### src/rtl/sr_latch_ctrl_pkg.sv
// Shared types and constants for the button-driven SR latch controller.
// Holds the FSM state encoding, the default debounce length and the LED bit map.
package sr_latch_ctrl_pkg;

    typedef enum logic [2:0] {
        IDLE    = 3'd0,
        APPLY_S = 3'd1,
        APPLY_R = 3'd2,
        FAULT   = 3'd3,
        HOLD    = 3'd4
    } state_t;

    // 10 ms of stable input at 27 MHz
    localparam int DEBOUNCE_CYCLES_DEFAULT = 270000;

    localparam int LED_Q_IDX   = 0;
    localparam int LED_CNT_LSB = 1;
    localparam int LED_CNT_MSB = 4;
    localparam int LED_CNT_W   = LED_CNT_MSB - LED_CNT_LSB + 1;
    localparam int LED_QN_IDX  = 5;

endpackage

### src/rtl/btn_debounce.sv
// Synchronizes and debounces one active-low button, and emits a one-cycle
// pulse when the debounced level falls (press); releases produce nothing.
module btn_debounce
    import sr_latch_ctrl_pkg::*;
#(
    parameter int DEBOUNCE_CYCLES = DEBOUNCE_CYCLES_DEFAULT
) (
    input  logic clk,
    input  logic rst,
    input  logic btn_n,
    output logic level,
    output logic fall
);

    localparam int DB_W = (DEBOUNCE_CYCLES > 1) ? $clog2(DEBOUNCE_CYCLES) : 1;
    localparam logic [DB_W-1:0] DB_LAST = DB_W'(DEBOUNCE_CYCLES - 1);

    logic            sync1_q, sync1_d;
    logic            sync2_q, sync2_d;
    logic            level_q, level_d;
    logic            fall_q, fall_d;
    logic [DB_W-1:0] db_cnt_q, db_cnt_d;

    // The counter only runs while the synchronized input disagrees with the
    // accepted level; any agreement restarts the stability window.
    always_comb begin
        sync1_d  = btn_n;
        sync2_d  = sync1_q;
        level_d  = level_q;
        db_cnt_d = '0;
        if (sync2_q != level_q) begin
            if (db_cnt_q == DB_LAST) begin
                level_d = sync2_q;
            end else begin
                db_cnt_d = db_cnt_q + 1'b1;
            end
        end
        fall_d = level_q & ~level_d;
    end

    always_ff @(posedge clk) begin
        if (rst) begin
            sync1_q  <= 1'b1;
            sync2_q  <= 1'b1;
            level_q  <= 1'b1;
            fall_q   <= 1'b0;
            db_cnt_q <= '0;
        end else begin
            sync1_q  <= sync1_d;
            sync2_q  <= sync2_d;
            level_q  <= level_d;
            fall_q   <= fall_d;
            db_cnt_q <= db_cnt_d;
        end
    end

    assign level = level_q;
    assign fall  = fall_q;

endmodule

### src/rtl/sr_latch_ctrl.sv
// SR latch emulation driven by two debounced push buttons (btn2 = set,
// btn1 = reset), with a counter of q transitions shown on active-low LEDs.
module sr_latch_ctrl
    import sr_latch_ctrl_pkg::*;
#(
    parameter int DEBOUNCE_CYCLES = DEBOUNCE_CYCLES_DEFAULT,
    parameter int CNT_W           = 4
) (
    input  logic       clk,
    input  logic       rst,
    input  logic       btn1,
    input  logic       btn2,
    output logic [5:0] led
);

    logic             level_r, level_s;
    logic             req_r, req_s;
    state_t           state_q, state_d;
    logic             q_q, q_d;
    logic             qn_q, qn_d;
    logic [CNT_W-1:0] cnt_q, cnt_d;

    btn_debounce #(.DEBOUNCE_CYCLES(DEBOUNCE_CYCLES)) u_btn_r (
        .clk   (clk),
        .rst   (rst),
        .btn_n (btn1),
        .level (level_r),
        .fall  (req_r)
    );

    btn_debounce #(.DEBOUNCE_CYCLES(DEBOUNCE_CYCLES)) u_btn_s (
        .clk   (clk),
        .rst   (rst),
        .btn_n (btn2),
        .level (level_s),
        .fall  (req_s)
    );

    always_ff @(posedge clk) begin
        if (rst) begin
            state_q <= IDLE;
        end else begin
            state_q <= state_d;
        end
    end

    // Requests are only looked at in IDLE, so anything arriving later is lost.
    always_comb begin
        state_d = state_q;
        case (state_q)
            IDLE: begin
                if (req_s && req_r) begin
                    state_d = FAULT;
                end else if (req_s) begin
                    state_d = APPLY_S;
                end else if (req_r) begin
                    state_d = APPLY_R;
                end
            end
            APPLY_S, APPLY_R, FAULT: state_d = HOLD;
            HOLD: begin
                if (level_r && level_s) begin
                    state_d = IDLE;
                end
            end
            default: state_d = IDLE;
        endcase
    end

    // Counting keys off the current q, so leaving FAULT (q=1) via a set
    // does not count while leaving it via a reset does.
    always_comb begin
        q_d   = q_q;
        qn_d  = qn_q;
        cnt_d = cnt_q;
        case (state_q)
            APPLY_S: begin
                q_d  = 1'b1;
                qn_d = 1'b0;
                if (!q_q) begin
                    cnt_d = cnt_q + 1'b1;
                end
            end
            APPLY_R: begin
                q_d  = 1'b0;
                qn_d = 1'b1;
                if (q_q) begin
                    cnt_d = cnt_q + 1'b1;
                end
            end
            FAULT: begin
                q_d  = 1'b1;
                qn_d = 1'b1;
            end
            default: ;
        endcase
    end

    always_ff @(posedge clk) begin
        if (rst) begin
            q_q   <= 1'b0;
            qn_q  <= 1'b1;
            cnt_q <= '0;
        end else begin
            q_q   <= q_d;
            qn_q  <= qn_d;
            cnt_q <= cnt_d;
        end
    end

    always_comb begin
        led                            = '0;
        led[LED_Q_IDX]                 = ~q_q;
        led[LED_QN_IDX]                = ~qn_q;
        led[LED_CNT_MSB:LED_CNT_LSB]   = ~LED_CNT_W'(cnt_q);
    end

endmodule

### config.mk
export PLATFORM = sky130hd
export DESIGN_NAME = sr_latch_ctrl
export DESIGN_NICKNAME = d
export VERILOG_FILES = /design/src/rtl/sr_latch_ctrl_pkg.sv /design/src/rtl/btn_debounce.sv /design/src/rtl/sr_latch_ctrl.sv
export SDC_FILE = /design/constraint.sdc
export NUM_CORES = 1
export LEC_CHECK = 0
export CAP_MARGIN = 20
export CORE_ASPECT_RATIO = 0.8
export CORE_UTILIZATION = 50
export CTS_CLUSTER_DIAMETER = 40
export DETAILED_ROUTE_END_ITERATION = 16
export HOLD_SLACK_MARGIN = 0.08
export PLACE_DENSITY = 0.7
export SYNTH_ARGS = -nofsm -noshare
export SYNTH_HDL_FRONTEND = slang
export SYNTH_SLANG_ARGS = --single-unit
### constraint.sdc
create_clock -name clk -period 1.85 [get_ports clk]
set_clock_uncertainty 0.2 [all_clocks]
set_input_delay 0.37 -clock clk [delete_from_list [all_inputs] [get_ports clk]]
set_output_delay 0.37 -clock clk [all_outputs]
set_load 0.05 [all_outputs]
==> results of run 1 <==
[cell usage after synthesis (3+ instances only)]
master    n  share of area
a21oi_1   8          0.017
dfxtp_1  55           0.47
ha_1      3          0.016
inv_1    19          0.030
mux2i_1   3          0.013
nand2_1   7          0.011
nand3_1  18          0.038
nand4_1   9          0.024
nor2_1   51          0.081
nor3_1   10          0.021
nor4_1   10          0.026
o21ai_0   7          0.015
or2_2     5          0.013
or3_1     6          0.016
xnor2_1  29           0.11
xor2_1    3          0.011
[worst max-delay path, stage by stage, from the launching register on]
cell	delay, ps
dfxtp_2	360
ha_4	140
nand3_2	60
or3_4	420
or4_4	500
a21oi_2	140
[per-layer routing]
metal  global-route usage  up-vias  part of all wire
met5                    0        -                 0
met4               0.0477        0            0.0088
met3               0.0464        6             0.037
met2                0.316       29              0.42
met1                0.302      932              0.54
li1                     -     1024                 -
[kinds of logic (layout without fill, tap and decap cells)]
kind of cell | count (synthesis) | in the layout | share of synthesized area
and+or+nand+nor | 130 | 130 | 0.286
DFF | 55 | 55 | 0.465
xor gates and xnor gates | 32 | 32 | 0.118
AOI/OAI and AO/OA | 24 | 24 | 0.0613
buffers and inverters | 24 | 73 | 0.0407
adders and majority gates | 3 | 3 | 0.0159
muxes | 3 | 3 | 0.0127
[power groups by stage]
stage / clock network [uW] / registers (uW) / logic [uW]
6_report: 654 / 1190 / 41.2
5_1_grt: 725 / 1190 / 46.3
2_1_floorplan: 0 / 1220 / 19.7
4_1_cts: 668 / 1190 / 40.5
3_5_place_dp: 0 / 1220 / 40.3
3_3_place_gp: 0 / 1220 / 40.5
[cell type report]
| class | instances | area share |
|---|---|---|
| Clock buffer | 5 | 0.0231 |
| Clock inverter | 3 | 0.00671 |
| Inverter | 19 | 0.0239 |
| Multi-Input combinational cell | 192 | 0.415 |
| Sequential cell | 55 | 0.371 |
| Tap cell | 57 | 0.0239 |
| Timing Repair Buffer | 46 | 0.136 |
[timing repair]
item	in CTS	in global routing
hold buffers	0	0
resized for setup	1	13
setup buffers	1	1
endpoints found under the setup margin	2	17
pin swaps	1	5
[cells in the final DEF (no fill, tap or decap), types with 2 or more instances in the layout]
cell type | Yosys | routed
nor2_1 | 51 | 51
dfxtp_1 | 55 | 49
buf_4 | 1 | 38
xnor2_1 | 29 | 29
inv_1 | 19 | 19
nand3_1 | 18 | 17
nor3_1 | 10 | 10
nand4_1 | 9 | 9
nor4_1 | 10 | 9
nand2_1 | 7 | 7
o21ai_0 | 7 | 7
dfxtp_2 | 0 | 6
or2_2 | 5 | 5
clkbuf_8 | 0 | 5
or3_4 | 1 | 4
or3_1 | 6 | 4
a21oi_1 | 8 | 4
a21oi_2 | 0 | 4
buf_12 | 0 | 4
mux2i_1 | 3 | 3
xor2_1 | 3 | 3
clkdlybuf4s50_1 | 0 | 3
a211oi_1 | 2 | 2
nor4b_1 | 2 | 2
and2_1 | 2 | 2
clkinvlp_4 | 0 | 2
[state kept, by name, summed over array words and instances, names as in the netlist]
register	count
u_btn_r.db_cnt_q	19
u_btn_s.db_cnt_q	19
cnt_q	4
state_q	3
q_q	1
qn_q	1
u_btn_r.fall	1
u_btn_r.level	1
u_btn_r.sync1_q	1
u_btn_r.sync2_q	1
u_btn_s.fall	1
u_btn_s.level	1
u_btn_s.sync1_q	1
u_btn_s.sync2_q	1
[stage by stage]
stage          instances  hold WS [ps]
2_1_floorplan        271           189
3_3_place_gp         367           192
3_5_place_dp         367           193
4_1_cts              376           208
5_1_grt              377           222
6_report             377           206
[worst min-delay path by stage]
stage                                     startpoint                         end  depth (start not counted)
final                     u_btn_s.sync1_q$_SDFF_PP1_  u_btn_s.sync2_q$_SDFF_PP1_                          1
after global routing      u_btn_s.sync1_q$_SDFF_PP1_  u_btn_s.sync2_q$_SDFF_PP1_                          1
after CTS                 u_btn_s.sync1_q$_SDFF_PP1_  u_btn_s.sync2_q$_SDFF_PP1_                          1
after detailed placement  u_btn_s.sync1_q$_SDFF_PP1_  u_btn_s.sync2_q$_SDFF_PP1_                          1
after global placement    u_btn_s.sync1_q$_SDFF_PP1_  u_btn_s.sync2_q$_SDFF_PP1_                          1
after floorplan           u_btn_r.sync1_q$_SDFF_PP1_  u_btn_r.sync2_q$_SDFF_PP1_                          1
==> results.txt, run 1 <==
The worst setup path is captured at a flop. The nature of the critical path startpoint is a flop. The first-iteration detailed-routing DRC count came out at 79.

The actual transition at the worst max-transition pin is 461 ps. The number of antenna violations at the first check in global routing came out at 0. After layout, the worst setup slack is -18.8 ps.

Of all nets on the critical path, the largest fanout is 6. Clock-pin slew was measured on the worst setup and hold paths at 100 ps. The worst min-delay path class is reg2reg. The number of sinks handled by clock tree synthesis is 55. The worst register-to-register path has a depth of 5. The power density relative to cell area came out at 632 mW/mm2. The post-synthesis instance area came out at 0.00237 mm2. The final setup violation count came out at 1. The minimum setup slack after placement is -11.8 ps. For this run, the leading register cell type out of synthesis is dfxtp_1. The number of ports placed on the die boundary is 10. The routed via count divided by cell count is 5.28.

The smallest clock period supported by the final layout is computed as 1870 ps. The area added between synthesis and finish came out at 26.1%. The worst reg2reg path startpoint is u_btn_s.db_cnt_q[0]$_SDFF_PP0_. For this run, the detailed router's first-pass iteration total came to 4. The storage element area is 0.00111 mm2. Of the total power, the share spent switching nets is 0.219. The total global routing track utilization is 0.209. The finished cells cover 0.00298 mm2. The flow ran to the end, but the final reports show violations.

The total overflow left after global routing is 0. Setup repair after global routing could not meet its margin everywhere. In this run the worst setup path begins at u_btn_s.db_cnt_q[0]$_SDFF_PP0_. The detail-routed net length per standard cell came out at 12.6 um. In this run the cell area measured after placement is 0.00283 mm2.

TritonCTS built the clock tree. The filler cell count in the final layout came out at 376. The critical path data required time came out at 1900 ps. The first-pass GRT wire length came out at 8.25 mm.

The final layout net count came out at 326. The endpoint identified for the worst register-to-register timing path is u_btn_s.db_cnt_q[16]$_SDFF_PP0_. The number of remaining DRC errors came out at 0. The number of buffers between clock root and the deepest sink is 2.

Measured on the finished design, the core utilization comes to 0.684. The relative contribution of sequential cells to total power is 0.632. The arrival time of data at the critical path endpoint came out at 1920 ps. Once detailed placement completed, the half-perimeter wirelength came to 3.48 mm. The number of buffers added on ports came out at 9. The number of diodes added for antenna fixing is 0. The later pin in the worst-skew pair is clocked with a latency of 300 ps. The average instance area after synthesis came out at 8.74 um2. The most critical setup path has its endpoint at u_btn_s.db_cnt_q[16]$_SDFF_PP0_. The sequential area share after synthesis came out at 0.465. In this run the clock root is driven by a clkbuf_8. The final route contains 1991 vias. Across the run, the number of max-cap violations was 0.

For this block, the routed nets add up to 4.77 mm of wire. The vertical die dimension is 63.5 um. The initialized floorplan defines 21 standard-cell rows. The cell count after synthesis came out at 271. The post-detailed-route count of antenna-violating nets came out at 0. Summed over all cells, the static leakage comes to 0.000969 uW.

Setup total negative slack on the finished layout was measured at -18.8 ps. The starting density of the core is 0.543. The number of warnings issued by yosys is 0. The total area of multi-input combinational cells came out at 0.00124 mm2.

Entering global routing, the biggest net connects 19 pins. The relative slew slack came out at 0.690. The number of buffers created by CTS came out at 5. The netlist uses 39 different library cells. The share of total power dissipated in combinational logic is 0.022. Routability-driven placement finished with a final weighted congestion of 0.842. The post-synthesis register bit count is 55.

The portion of the clock cycle consumed by the worst path in the final layout came out at 1.01. Of the total power, the clock network draws 0.347. The width of the chip came out at 78.9 um.

The number of synthesized flops with an enable pin came out at 0. The checks that failed: negative setup slack. The area enclosed by the die boundary came out at 0.00502 mm2.

The internal power came out at 1470 uW. The synthesized net count is 278. The share of async-settable or async-resettable flops after synthesis came out at 0. The final-report hold violation count came out at 0. The number of global-route vias before repair came out at 1829. The H-tree generated during clock tree synthesis spans 2 levels. The highest clock rate is 535 MHz.

The final-report max-slew violation count came out at 0. The fraction of layout instances using a drive strength above 1 is 0.250. The critical path is of the reg2reg type. The core footprint came out at 0.00436 mm2. The total power is 1890 uW. The setup slack of the worst register-to-register path is -20 ps.

For this design the total switching power over the nets is 413 uW. The worst IR drop on VDD came out at 0.411 mV.
No activity file was read; power rests on OpenSTA's default activity.
==> inputs of run 2 (changes only) <==
--- a/config.mk
+++ b/config.mk
@@ -7,6 +7,7 @@
 export LEC_CHECK = 0
 export CAP_MARGIN = 20
 export CORE_ASPECT_RATIO = 0.8
+export CORE_MARGIN = 2
 export CORE_UTILIZATION = 50
 export CTS_CLUSTER_DIAMETER = 40
 export DETAILED_ROUTE_END_ITERATION = 16
==> constraint.sdc (replaced) <==
create_clock -name clk -period 1.7 [get_ports clk]
set_clock_uncertainty 0.2 [all_clocks]
set_input_delay 0.34 -clock clk [delete_from_list [all_inputs] [get_ports clk]]
set_output_delay 0.34 -clock clk [all_outputs]
set_load 0.05 [all_outputs]
==> results.txt, run 2 (synthesis results as in run 1) <==
The initial utilization of the core area, before any placement, comes to 0.518. The clock network latency to the later pin of the worst-skew pair came out at 300 ps. The final weighted congestion in routability-driven placement is 0.826. The checks that failed: negative setup slack. Leaving out fill and tap cells, the most frequent cells in the layout are nor2_1 (51), buf_4 (48), dfxtp_1 (43). After the first detailed-routing iteration, the DRC count stood at 86.

The core footprint is 0.00457 mm2. For the pin with the worst max-slew slack, the measured transition is 377 ps. The number of buffers between clock root and the deepest sink came out at 2. The relative contribution of combinational cells to total power came out at 0.022. The width of the chip came out at 80.9 um.

The largest registers in the layout are u_btn_r.db_cnt_q x19, u_btn_s.db_cnt_q x19, cnt_q x4. The kind of capture point of the worst setup path is a flop. The worst-path maximum fanout came out at 6. The switching component of the power came out at 433 uW. The final-report hold violation count is 0. The most frequent standard cell in the layout excluding fill and tap cells is nor2_1. The min-delay analysis places its worst path in the category reg2reg.

The leftover overflow at the end of global routing is 0. The number of buffers created by CTS is 5. The worst IR drop on VDD is 0.437 mV. The placed instance area is 0.00301 mm2. The number of remaining DRC errors is 0. The final layout net count is 340. The post-CTS clock slew at the launch and capture registers of the worst setup and hold paths came out at 90 ps. The first TritonRoute pass finished after 4 iterations. The number of vias in the routed layout is 2051. The final wirelength came out at 4.75 mm. The final-report max-slew violation count came to 0. The number of ports placed on the die boundary came out at 10. The final non-filler cell area came out at 0.00319 mm2. The portion of the clock cycle consumed by the worst path in the final layout came out at 1.07. The number of diodes added for antenna fixing came out at 0. The post-detailed-route count of antenna-violating nets is 0.

The pin count of the biggest net entering global routing came out at 19. After routing, the total negative slack on setup checks comes to -150 ps. The cell leakage power came out at 0.00107 uW. The run finished, with violations left. The arrival time of data at the critical path endpoint came out at 1850 ps. The fraction of layout instances using a drive strength above 1 came out at 0.309. The relative slew slack is 0.742. The area enclosed by the die boundary came out at 0.00530 mm2. The filler-free cell count of the finished design came out at 393.

Relative to the synthesized area, the layout overhead comes to 34.8%. The net switching fraction of the power is 0.213. The number of global-route vias before repair is 1906.

The total global routing track utilization is 0.194. The highest clock rate came out at 552 MHz. The minimum period implied by the final worst setup slack is 1810 ps. Setup repair after global routing could not meet its margin everywhere.

The utilization after layout came out at 0.698. The final setup violation count is 2. For this design, the sink count on the clock tree is 55. Across the run, the number of max-cap violations was 0.

Internal power comes to 1600 uW. STA classifies the critical path startpoint as a flop. The HPWL reported at the end of detailed placement is 3.58 mm. Dividing total power by cell area gives a power density of 637 mW/mm2.

Dividing the detail-routed wire length by the instance count gives 12.1 um. The number of antenna violations at the first check in global routing is 0. The depth of the most critical reg-to-reg path came out at 5. By startpoint and endpoint, the worst setup path is classified as reg2reg. The routed via count divided by cell count is 5.22. The total number of H-tree levels came out at 2.

The share of total power dissipated in sequential elements is 0.638. The vertical die dimension is 65.5 um. The portion of total power attributed to the clock network is 0.340. The critical path data required time came out at 1740 ps. Counting instances, the worst hold path has a depth of 1. The library cell used as clock root buffer is clkbuf_8. The number of cell rows came out at 22.

The clock tree from TritonCTS is done. The placed instance count is 383. The first-pass GRT wire length came out at 8.02 mm.

The number of buffers added on ports is 9. The slack of the critical path is -113 ps.
==> run 2: changes by cell type in the layout (fill, tap and decap cells not counted), moves of 3 or more <==
cell	before	now
buf_4	38	48
dfxtp_2	6	12
dfxtp_1	49	43
buf_12	4	7
==> run 2: timing repair <==
action / 4_1_cts / 5_1_grt
resized for setup: 3 / 17
pin swaps: 3 / 8
hold buffers: 0 / 0
endpoints found under the setup margin: 6 / 41
buffers inserted: 0 / 3
==> run 2: stage by stage <==
step                      power [uW]  hold WS, ps  setup slack, ps
after floorplan                 1350          189            -19.3
after global placement          1370          200            -18.2
after detailed placement        1370          198            -48.7
after CTS                       2050          224            -85.5
after global routing            2120          243             -147
final                           2030          221             -113
==> run 2: worst max-delay path, cell delays in order (launching register included) <==
cell and delay [ps]:
dfxtp_2 370, ha_4 160, nand3_4 60, or3_4 410, or4_4 430, a21oi_2 130
==> run 2: layer usage <==
metal,global-route usage,wire [um],vias to the layer above
met4,0.0890,78,0
li1,-,-,1050
met1,0.241,2300,965
met2,0.324,2230,28
met5,0,0,-
met3,0.0371,140,8
==> run 2: final timing paths <==
check | startpoint | slack, ps | end
worst min-delay path | u_btn_s.sync1_q$_SDFF_PP1_ | 220 | u_btn_s.sync2_q$_SDFF_PP1_
worst min register to register | u_btn_s.sync1_q$_SDFF_PP1_ | 220 | u_btn_s.sync2_q$_SDFF_PP1_
worst max-delay path | u_btn_s.db_cnt_q[1]$_SDFF_PP0_ | -110 | u_btn_s.db_cnt_q[16]$_SDFF_PP0_
worst max register to register | u_btn_s.db_cnt_q[1]$_SDFF_PP0_ | -110 | u_btn_s.db_cnt_q[16]$_SDFF_PP0_
==> run 2: area by class of cell <==
| class | count | area (um2) |
|---|---|---|
| Fill cell | 343 | 1380 |
| Timing Repair Buffer | 60 | 553 |
| Multi-Input combinational cell | 192 | 1290 |
| Clock inverter | 2 | 13.8 |
| Clock buffer | 5 | 68.8 |
| Sequential cell | 55 | 1120 |
| Inverter | 19 | 71.3 |
| Tap cell | 60 | 75.1 |
==> run 2: power groups by stage <==
stage,clock network (uW),logic [uW],registers (uW)
after floorplan,0,23.5,1330
after global placement,0,44.0,1330
after detailed placement,0,44.6,1330
after CTS,706,45.0,1300
after global routing,768,50.2,1300
final,691,45.3,1300
